## src/rtl/imm_gen_pipe.sv

```systemverilog
// RISC-V immediate generator with a registered output stage and a
// 2-entry skid buffer (main register M, skid register K).
// Also flags unsupported opcodes and counts them with a saturating counter.
module imm_gen_pipe #(
  parameter int XLEN  = 32,
  parameter int TAG_W = 32,
  parameter int CNT_W = 16
) (
  input  logic             clk,
  input  logic             reset,
  input  logic             flush,
  input  logic             in_valid,
  output logic             in_ready,
  input  logic [31:0]      in_instr,
  input  logic [TAG_W-1:0] in_tag,
  output logic             out_valid,
  input  logic             out_ready,
  output logic [XLEN-1:0]  out_imm,
  output logic [2:0]       out_fmt,
  output logic             out_illegal,
  output logic [31:0]      out_instr,
  output logic [TAG_W-1:0] out_tag,
  output logic [CNT_W-1:0] illegal_cnt
);

  localparam int EW = XLEN + 3 + 1 + 32 + TAG_W;

  localparam logic [2:0] FMT_R   = 3'd0;
  localparam logic [2:0] FMT_I   = 3'd1;
  localparam logic [2:0] FMT_S   = 3'd2;
  localparam logic [2:0] FMT_B   = 3'd3;
  localparam logic [2:0] FMT_U   = 3'd4;
  localparam logic [2:0] FMT_J   = 3'd5;
  localparam logic [2:0] FMT_SH  = 3'd6;
  localparam logic [2:0] FMT_ILL = 3'd7;

  // Saturating increment: holds at all-ones instead of wrapping.
  function automatic logic [CNT_W-1:0] sat_inc(input logic [CNT_W-1:0] c);
    return (&c) ? c : c + 1'b1;
  endfunction

  // ---- stage p0: combinational decode of the incoming instruction ----
  logic [6:0]              opc_p0;
  logic [2:0]              f3_p0;
  logic signed [11:0]      imm_i_p0;
  logic signed [11:0]      imm_s_p0;
  logic signed [12:0]      imm_b_p0;
  logic signed [31:0]      imm_u_p0;
  logic signed [20:0]      imm_j_p0;
  logic signed [XLEN-1:0]  imm_p0;
  logic [2:0]              fmt_p0;
  logic                    ill_p0;
  logic [EW-1:0]           ent_p0;

  assign opc_p0   = in_instr[6:0];
  assign f3_p0    = in_instr[14:12];
  assign imm_i_p0 = in_instr[31:20];
  assign imm_s_p0 = {in_instr[31:25], in_instr[11:7]};
  assign imm_b_p0 = {in_instr[31], in_instr[7], in_instr[30:25], in_instr[11:8], 1'b0};
  assign imm_u_p0 = {in_instr[31:12], 12'b0};
  assign imm_j_p0 = {in_instr[31], in_instr[19:12], in_instr[20], in_instr[30:21], 1'b0};

  // Select format and sign-extended immediate from the opcode.
  always_comb begin
    imm_p0 = '0;
    fmt_p0 = FMT_R;
    ill_p0 = 1'b0;
    case (opc_p0)
      7'b0000011, 7'b1100111, 7'b1110011: begin
        imm_p0 = XLEN'(imm_i_p0);
        fmt_p0 = FMT_I;
      end
      7'b0010011: begin
        if (f3_p0 == 3'b001 || f3_p0 == 3'b101) begin
          // Shift amount is zero-extended; RV64 uses one extra bit.
          if (XLEN == 64) imm_p0 = XLEN'(in_instr[25:20]);
          else            imm_p0 = XLEN'(in_instr[24:20]);
          fmt_p0 = FMT_SH;
        end else begin
          imm_p0 = XLEN'(imm_i_p0);
          fmt_p0 = FMT_I;
        end
      end
      7'b0100011: begin
        imm_p0 = XLEN'(imm_s_p0);
        fmt_p0 = FMT_S;
      end
      7'b1100011: begin
        imm_p0 = XLEN'(imm_b_p0);
        fmt_p0 = FMT_B;
      end
      7'b0110111, 7'b0010111: begin
        imm_p0 = XLEN'(imm_u_p0);
        fmt_p0 = FMT_U;
      end
      7'b1101111: begin
        imm_p0 = XLEN'(imm_j_p0);
        fmt_p0 = FMT_J;
      end
      7'b0110011: begin
        fmt_p0 = FMT_R;
      end
      default: begin
        fmt_p0 = FMT_ILL;
        ill_p0 = 1'b1;
      end
    endcase
  end

  assign ent_p0 = {imm_p0, fmt_p0, ill_p0, in_instr, in_tag};

  // ---- stage p1: output register M and skid register K ----
  logic          m_vld_p1;
  logic          k_vld_p1;
  logic [EW-1:0] m_ent_p1;
  logic [EW-1:0] k_ent_p1;
  logic          in_fire;
  logic          m_take;
  logic          m_load;
  logic          k_load;

  // in_ready depends only on K's valid bit, so out_ready never reaches it.
  assign in_ready = !k_vld_p1;
  assign in_fire  = in_valid && in_ready;
  // M can be overwritten when it is empty or its entry leaves this cycle.
  assign m_take   = !m_vld_p1 || out_ready;
  assign m_load   = !flush && m_take && (k_vld_p1 || in_fire);
  assign k_load   = !flush && in_fire && !m_take;

  // Valid bits and illegal counter; flush kills both entries and the input.
  always_ff @(posedge clk or posedge reset) begin
    if (reset) begin
      m_vld_p1    <= 1'b0;
      k_vld_p1    <= 1'b0;
      illegal_cnt <= '0;
    end else if (flush) begin
      m_vld_p1 <= 1'b0;
      k_vld_p1 <= 1'b0;
    end else begin
      if (m_take) begin
        m_vld_p1 <= k_vld_p1 || in_fire;
        k_vld_p1 <= k_vld_p1 && in_fire;
      end else begin
        k_vld_p1 <= k_vld_p1 || in_fire;
      end
      if (in_fire && ill_p0) illegal_cnt <= sat_inc(illegal_cnt);
    end
  end

  // M data: refilled from K first to keep FIFO order, else from the input.
  always_ff @(posedge clk or posedge reset) begin
    if (reset) begin
      m_ent_p1 <= '0;
    end else if (m_load) begin
      m_ent_p1 <= k_vld_p1 ? k_ent_p1 : ent_p0;
    end
  end

  // K data: captures the input only while M is stalled.
  always_ff @(posedge clk) begin
    if (k_load) k_ent_p1 <= ent_p0;
  end

  assign out_valid = m_vld_p1;
  assign {out_imm, out_fmt, out_illegal, out_instr, out_tag} = m_ent_p1;

endmodule

```

## config.mk

```make
export PLATFORM = sky130hd
export DESIGN_NAME = imm_gen_pipe
export DESIGN_NICKNAME = d
export VERILOG_FILES = /design/src/rtl/imm_gen_pipe.sv
export SDC_FILE = /design/constraint.sdc
export NUM_CORES = 1
export LEC_CHECK = 0
export ABC_AREA = 1
export ABC_CLOCK_PERIOD_IN_PS = 13100
export CAP_MARGIN = 30
export CORE_ASPECT_RATIO = 1.5
export CORE_MARGIN = 2
export CORE_UTILIZATION = 52
export CTS_CLUSTER_SIZE = 24
export DETAILED_ROUTE_END_ITERATION = 6
export HOLD_SLACK_MARGIN = 0.1
export PLACE_DENSITY = 0.8
export SLEW_MARGIN = 20
export SYNTH_ARGS = -nofsm -noshare
export SYNTH_HDL_FRONTEND = slang
export SYNTH_SLANG_ARGS = --single-unit
```

## constraint.sdc

```tcl
create_clock -name clk -period 13.1 [get_ports clk]
set_input_delay 3.93 -clock clk [delete_from_list [all_inputs] [get_ports clk]]
set_output_delay 3.93 -clock clk [all_outputs]
set_load 0.005 [all_outputs]
```

==> results of run 1 <==
-- per-stage QoR --
step	util (%)	total power, mW	std cells	cell area (sq um)	hold WS, ns
4_1_cts	67.3	1.68	1496	12500	0.482
2_1_floorplan	-	0.946	1070	9820	0.472
3_5_place_dp	63.9	1.12	1459	11800	0.464
6_report	67.3	1.67	1496	12500	0.478
5_1_grt	67.3	1.74	1496	12500	0.498
3_3_place_gp	63.7	1.11	1458	11800	0.463
-- cells in the mapped netlist, types with 3 or more instances --
cell type  instances  area [sq um]
inv_1             43           161
xor2_1            13           114
buf_2             14          70.1
nand4_1            8          50.1
nand2_4            3          33.8
o21ai_0           52           260
a21oi_1           22           110
nor2_4             3          33.8
nand2_1          290          1090
edfxtp_1         100          3000
clkbuf_1          31           116
o21ai_2           10          87.6
nor2_1           208           781
buf_6              3          33.8
inv_2              5          18.8
nand2_2            9          56.3
buf_1             10          37.5
nand3_1           65           325
nor3_1             5          25.0
dfrtp_1          118          2950
o31ai_1           45           338
nor2_2             5          31.3
-- path summary, 6_finish.rpt --
path                                       endpoint  slack (ns)                startpoint  cells past startpoint
setup / recovery                           in_ready        7.06        k_vld_p1$_DFF_PP0_                      2
hold / removal             m_ent_p1[65]$_DFFE_PP0P_        0.48  m_ent_p1[65]$_DFFE_PP0P_                      2
setup reg to reg           m_ent_p1[49]$_DFFE_PP0P_       10.14        k_vld_p1$_DFF_PP0_                      7
hold reg to reg            m_ent_p1[65]$_DFFE_PP0P_        0.48  m_ent_p1[65]$_DFFE_PP0P_                      2
max in group asynchronous  m_ent_p1[76]$_DFFE_PP0P_        7.86                     reset                      3
min in group asynchronous  m_ent_p1[13]$_DFFE_PP0P_        3.96                     reset                      2
-- cell families after synthesis --
logic type | Yosys count
simple gates | 600
flops | 218
compound gates | 132
buf+inv | 106
xor+xnor | 13
fa+ha+maj | 1
-- power by group through the flow --
stage	Sequential, mW	Clock (mW)	Combinational, mW
3_3_place_gp	0.833	0	0.282
6_report	0.821	0.561	0.287
3_5_place_dp	0.833	0	0.289
2_1_floorplan	0.831	0	0.115
5_1_grt	0.827	0.599	0.318
4_1_cts	0.821	0.572	0.291
-- sequential cells by signal (all words and copies together) (netlist names) --
name,count
illegal_cnt,16
k_ent_p1,100
k_vld_p1,1
m_ent_p1,100
out_valid,1
-- metal layers --
| layer | up-vias | GRT usage, % |
|---|---|---|
| met5 | - | 0 |
| met4 | 0 | 7.71 |
| met3 | 39 | 3.05 |
| met2 | 282 | 39.2 |
| met1 | 3677 | 31.0 |
| li1 | 3840 | - |
-- worst register-to-register path, stage by stage (launching register included) --
cell	delay, ns
dfrtp_2	0.42
inv_4	0.53
a21oi_1	0.23
nand2_4	0.15
buf_4	0.50
buf_4	0.74
nand2_1	0.16
o31ai_1	0.13
-- cell type report --
cell class / instances / area share, %
Sequential cell: 218 / 47.8
Multi-Input combinational cell: 746 / 27.6
Timing Repair Buffer: 195 / 15.6
Clock buffer: 27 / 4.63
Tap cell: 252 / 2.53
Inverter: 48 / 1.48
Clock inverter: 10 / 0.431
==> metrics.txt, run 1 <==
Post-CTS Setup Bufs=0; Post-Synth Simple-Gate Area=25.1%; Ys Warns=0; post-synthesis mux area share=0%; Max H-tree Level=1; Sink Count=218; initial antenna violation count=0; post-route ant nets=0; top-level I/O count=187; most frequent cells in the layout=289 x nand2_1, 208 x nor2_1, 186 x clkdlybuf4s50_1; GPL Wtd Cong=0.838; slowest CP cell=clkdlybuf4s50_1; Int Pwr=1.25 mW; Tmin final=6.04 ns; clk root buf=clkbuf_16; CTS max path bufs=3; largest vdd supply drop=0.0903 mV; crit-path cells=inv_4, clkdlybuf4s50_1; total CTS buffers=21; initial DRC count=690; MaxCap Viol Count=0; drt first pass iters=6; FP Rows=61; crit path kind=reg2out; Post-Synth XOR/XNOR Area=1.16%; multi-input logic area=3440 sq um; Slew HR=37.9%; final count of pins violating max slew=0; most common cell after layout, fill and taps aside=nand2_1; wire length on met2=11600 microns; Crit path max-delay family=buffers and inverters; Top FF cell, synth=dfrtp_1; GR Util All Layers=23.2%; Die H=172 microns; Clock Latency Late Sink=0.49 ns; Via Count=7838; core area=18500 sq um; area share of fa/ha/maj cells after synthesis=0.127%; leakage=5.74 nW; Layout area overhead=27.1%; DIE AREA=20000 sq um; Resize count post-CTS=0; Crit path buffers/inverters=2; setup TNS=0 ns; area fraction in compound gates after synthesis=8.43%; Net Sw Frac=25.3%; CP max stage delay=0.64 ns; Max Used Layer=met4; WL final=23400 microns; Fmax=166 MHz; crit end category=output pin; Place WS=6.70 ns; first-pass GRT wire length=36900 microns; number of global-route vias before repair=7279; Fillers=1475; WP data required=9.17 ns; initial core utilization=52.9%; Hold Crit Class=reg2reg; WP data arrival=2.11 ns; Syn Inst Count=1070; asr flop ratio synth=54.1%; WL met1=9630 microns; nature of the critical path startpoint=flop; Final Setup Violations=0; average wire per standard cell=15.6 microns; Netlist cell types=30; number of flops mapped to enable cells by yosys=100; CTS tree=built; metal3 WL=1500 microns; Chip Width=116 microns; switching power=0.422 mW; largest net degree at the start of global routing=84; crit share post-route=46.1%; PortBufs=186; Worst Skew=0.0165 ns; final worst slack=7.06 ns; gr ovfl total=0; unrepaired setup endpoints after global routing=false; Register Area=5960 sq um; syn_nets=1140; Sequential Power Share=49.2%; largest family of logic cells by synthesized area=simple AND/OR/NAND/NOR gates; Final Hold Fails=0; DRC Markers=0; share of post-route cells with drive strength above 1=6.67%; clk slew on worst S/H paths=0.06 ns; cts hold-fix bufs=0; dpl hpwl=15500 microns; synthesized cell area=9810 sq um; PwrDens=134 nW/um^2; status=completed; worst slew pin tran=0.932 ns; register area share after synthesis=60.7%; Mean Syn Cell Area=9.17 sq um; nets=1300; Critical Path Fanout Max=72; Clk pwr share=33.6%; #FFs+latches synth=218; via density per instance=5.24; Inserted Diodes=0; combinational power share=17.2%
No activity file was read; power rests on OpenSTA's default activity.
==> run 2, diff against run 1 <==
ABC_CLOCK_PERIOD_IN_PS = 5150   (was 13100)
CORE_UTILIZATION = 47   (was 52)
PLACE_DENSITY = 0.76   (was 0.8)
clock period = 5.15 ns   (was 13.1 ns; I/O delays follow)
==> run 2 against run 1 <==
Against the previous run:
- worst setup slack got worse by 5.3 ns
- first-iteration DRC count decreased by 8.8%
- clock power increased to 2.8 times the previous value
- global-route usage down 1.3 points
- clock-buffer cell count up 2
- final cell count increased by 0.80%
- combinational power rose to 2.6 times the previous value
- sequential share of layout area is 0.36 points lower
- routed wire length grew 3.2%
- utilization is 5.7 points lower
- sequential power rose to 2.5 times the previous value
- flip-flop and latch count is the same
- critical path type unchanged
- critical endpoint unchanged
- largest cell class unchanged
- highest routed layer unchanged
==> metrics.txt, run 2 (synthesized netlist as in run 1, its figures left out) <==
DIE AREA=22100 sq um (+10%); dpl hpwl=16000 microns (+3.0%); Fillers=1725 (+17%); Tmin final=3.40 ns; crit end category=output pin; Critical Path Fanout Max=52 (-28%); Via Count=7718 (-1.5%); Crit path buffers/inverters=3 (+1); DRC Markers=0 (unchanged); nets=1300 (unchanged); largest net degree at the start of global routing=101 (+20%); cell area after layout=12600 sq um (+0.76%); Max H-tree Level=1 (unchanged); average wire per standard cell=16.0 microns (+2.4%); nature of the critical path startpoint=flop; final worst slack=1.75 ns (-5.32 ns); MaxCap Viol Count=0 (unchanged); CTS max path bufs=3 (unchanged); slowest CP cell=buf_4; initial core utilization=48.1% (-4.9 points); WL final=24100 microns (+3.2%); worst slew pin tran=0.836 ns (-0.0961 ns); GR Util All Layers=21.9% (-1.3 points); first-pass GRT wire length=39000 microns (+5.6%); clk root buf=clkbuf_16; Final Hold Fails=0 (unchanged); FP Rows=64 (+4.9%); number of global-route vias before repair=7561 (+3.9%); Inserted Diodes=0 (unchanged); total CTS buffers=21 (unchanged); critical path depth=3 (+1); crit share post-route=66.1%; PortBufs=186 (unchanged); gr ovfl total=0 (unchanged); final count of pins violating max slew=0 (unchanged); Worst Skew=0.0122 ns (-0.00425 ns); setup TNS=0 ns (unchanged); via density per instance=5.12 (-2.3%); post-route ant nets=0 (unchanged); worst reg2reg path endpoint=m_ent_p1[5]$_DFFE_PP0P_; status=completed; Setup crit end=in_ready; initial antenna violation count=0 (unchanged); GPL Wtd Cong=0.865 (+3.3%); multi-input logic area=3450 sq um (+0.22%); most common cell after layout, fill and taps aside=nand2_1; crit path kind=reg2out; Clock Latency Late Sink=0.49 ns (about the same); worst r2r src=k_vld_p1$_DFF_PP0_; top-level I/O count=187 (unchanged); CTS tree=built; leakage=5.77 nW (+0.45%); final hold slack=0.478 ns (+0.000507 ns); share of post-route cells with drive strength above 1=6.99% (+0.32 points); R2R Setup Slk=1.89 ns (-8.25 ns); crit-path cells=buf_4, inv_4, clkdlybuf4s50_1; Resize count post-CTS=0 (unchanged); cts hold-fix bufs=0 (unchanged); Final Setup Violations=0 (unchanged); Post-CTS Setup Bufs=0 (unchanged); Fmax=294 MHz; unrepaired setup endpoints after global routing=false; Place WS=1.31 ns (-5.39 ns); Worst Hold Launch=m_ent_p1[96]$_DFFE_PP0P_; Crit path max-delay family=buffers and inverters; CP startpoint=k_vld_p1$_DFF_PP0_; FF-to-FF path depth=8 (+1); WP data required=3.61 ns (-5.56 ns); PwrDens=348 nW/um^2 (+160%); WP data arrival=1.86 ns (-0.25 ns); core area=20400 sq um (+10%); CP max stage delay=0.51 ns (-0.13 ns); Placed Area=11900 sq um (+0.30%); clk slew on worst S/H paths=0.06 ns (about the same); initial DRC count=629 (-8.8%); Hold Crit Class=reg2reg; Chip Width=122 microns (+5.0%); Layout area overhead=28.1%; most frequent cells in the layout=289 x nand2_1, 207 x nor2_1, 186 x clkdlybuf4s50_1; largest vdd supply drop=0.248 mV (+170%); Die H=181 microns (+5.1%); Final Total Pwr=4.37 mW (+160%); drt first pass iters=5 (-1); Largest regs=k_ent_p1 x100, m_ent_p1 x100, illegal_cnt x16; Sink Count=218 (unchanged); Slew HR=44.3% (+6.4 points); Register Area=5960 sq um (unchanged)
-- run 2: worst min-delay path by stage --
stage	cells after the start	endpoint	slack, ns
after detailed placement	2	m_ent_p1[72]$_DFFE_PP0P_	0.47
final	2	m_ent_p1[96]$_DFFE_PP0P_	0.48
after global placement	2	m_ent_p1[6]$_DFFE_PP0P_	0.46
after global routing	2	m_ent_p1[6]$_DFFE_PP0P_	0.50
after CTS	2	m_ent_p1[25]$_DFFE_PP0P_	0.48
after floorplan	2	m_ent_p1[65]$_DFFE_PP0P_	0.47
-- run 2: power by group --
group	internal, mW	switching (mW)
registers	1.98	0.110
logic	0.402	0.335
clock network	0.910	0.636
total	3.29	1.08
-- run 2: cell type report --
| type | count | share of cell area [%] |
|---|---|---|
| Inverter | 48 | 1.47 |
| Clock buffer | 29 | 4.74 |
| Clock inverter | 8 | 0.766 |
| Timing Repair Buffer | 195 | 15.5 |
| Sequential cell | 218 | 47.4 |
| Multi-Input combinational cell | 746 | 27.5 |
| Tap cell | 264 | 2.63 |
-- run 2: metal layers --
metal  wire length, microns  global-route usage (%)
met5                      0                       0
met4                    505                    5.84
met3                   1320                    2.71
met2                  12300                    38.4
met1                   9990                    28.6
-- run 2: worst reg2reg max path, cell delays in order (launching register included) --
cell and delay, ns:
dfrtp_2 0.38, buf_4 0.32, inv_4 0.14, buf_4 0.59, a21oi_1 0.31, nand2_4 0.61
buf_4 0.56, nand2_1 0.16, o31ai_1 0.10
-- run 2: stage by stage --
stage / util, % / std cells
CTS: 61.6 / 1508
detailed placement: 58.2 / 1471
floorplan: - / 1070
finish: 61.6 / 1508
global placement: 58.2 / 1471
global route: 61.6 / 1508
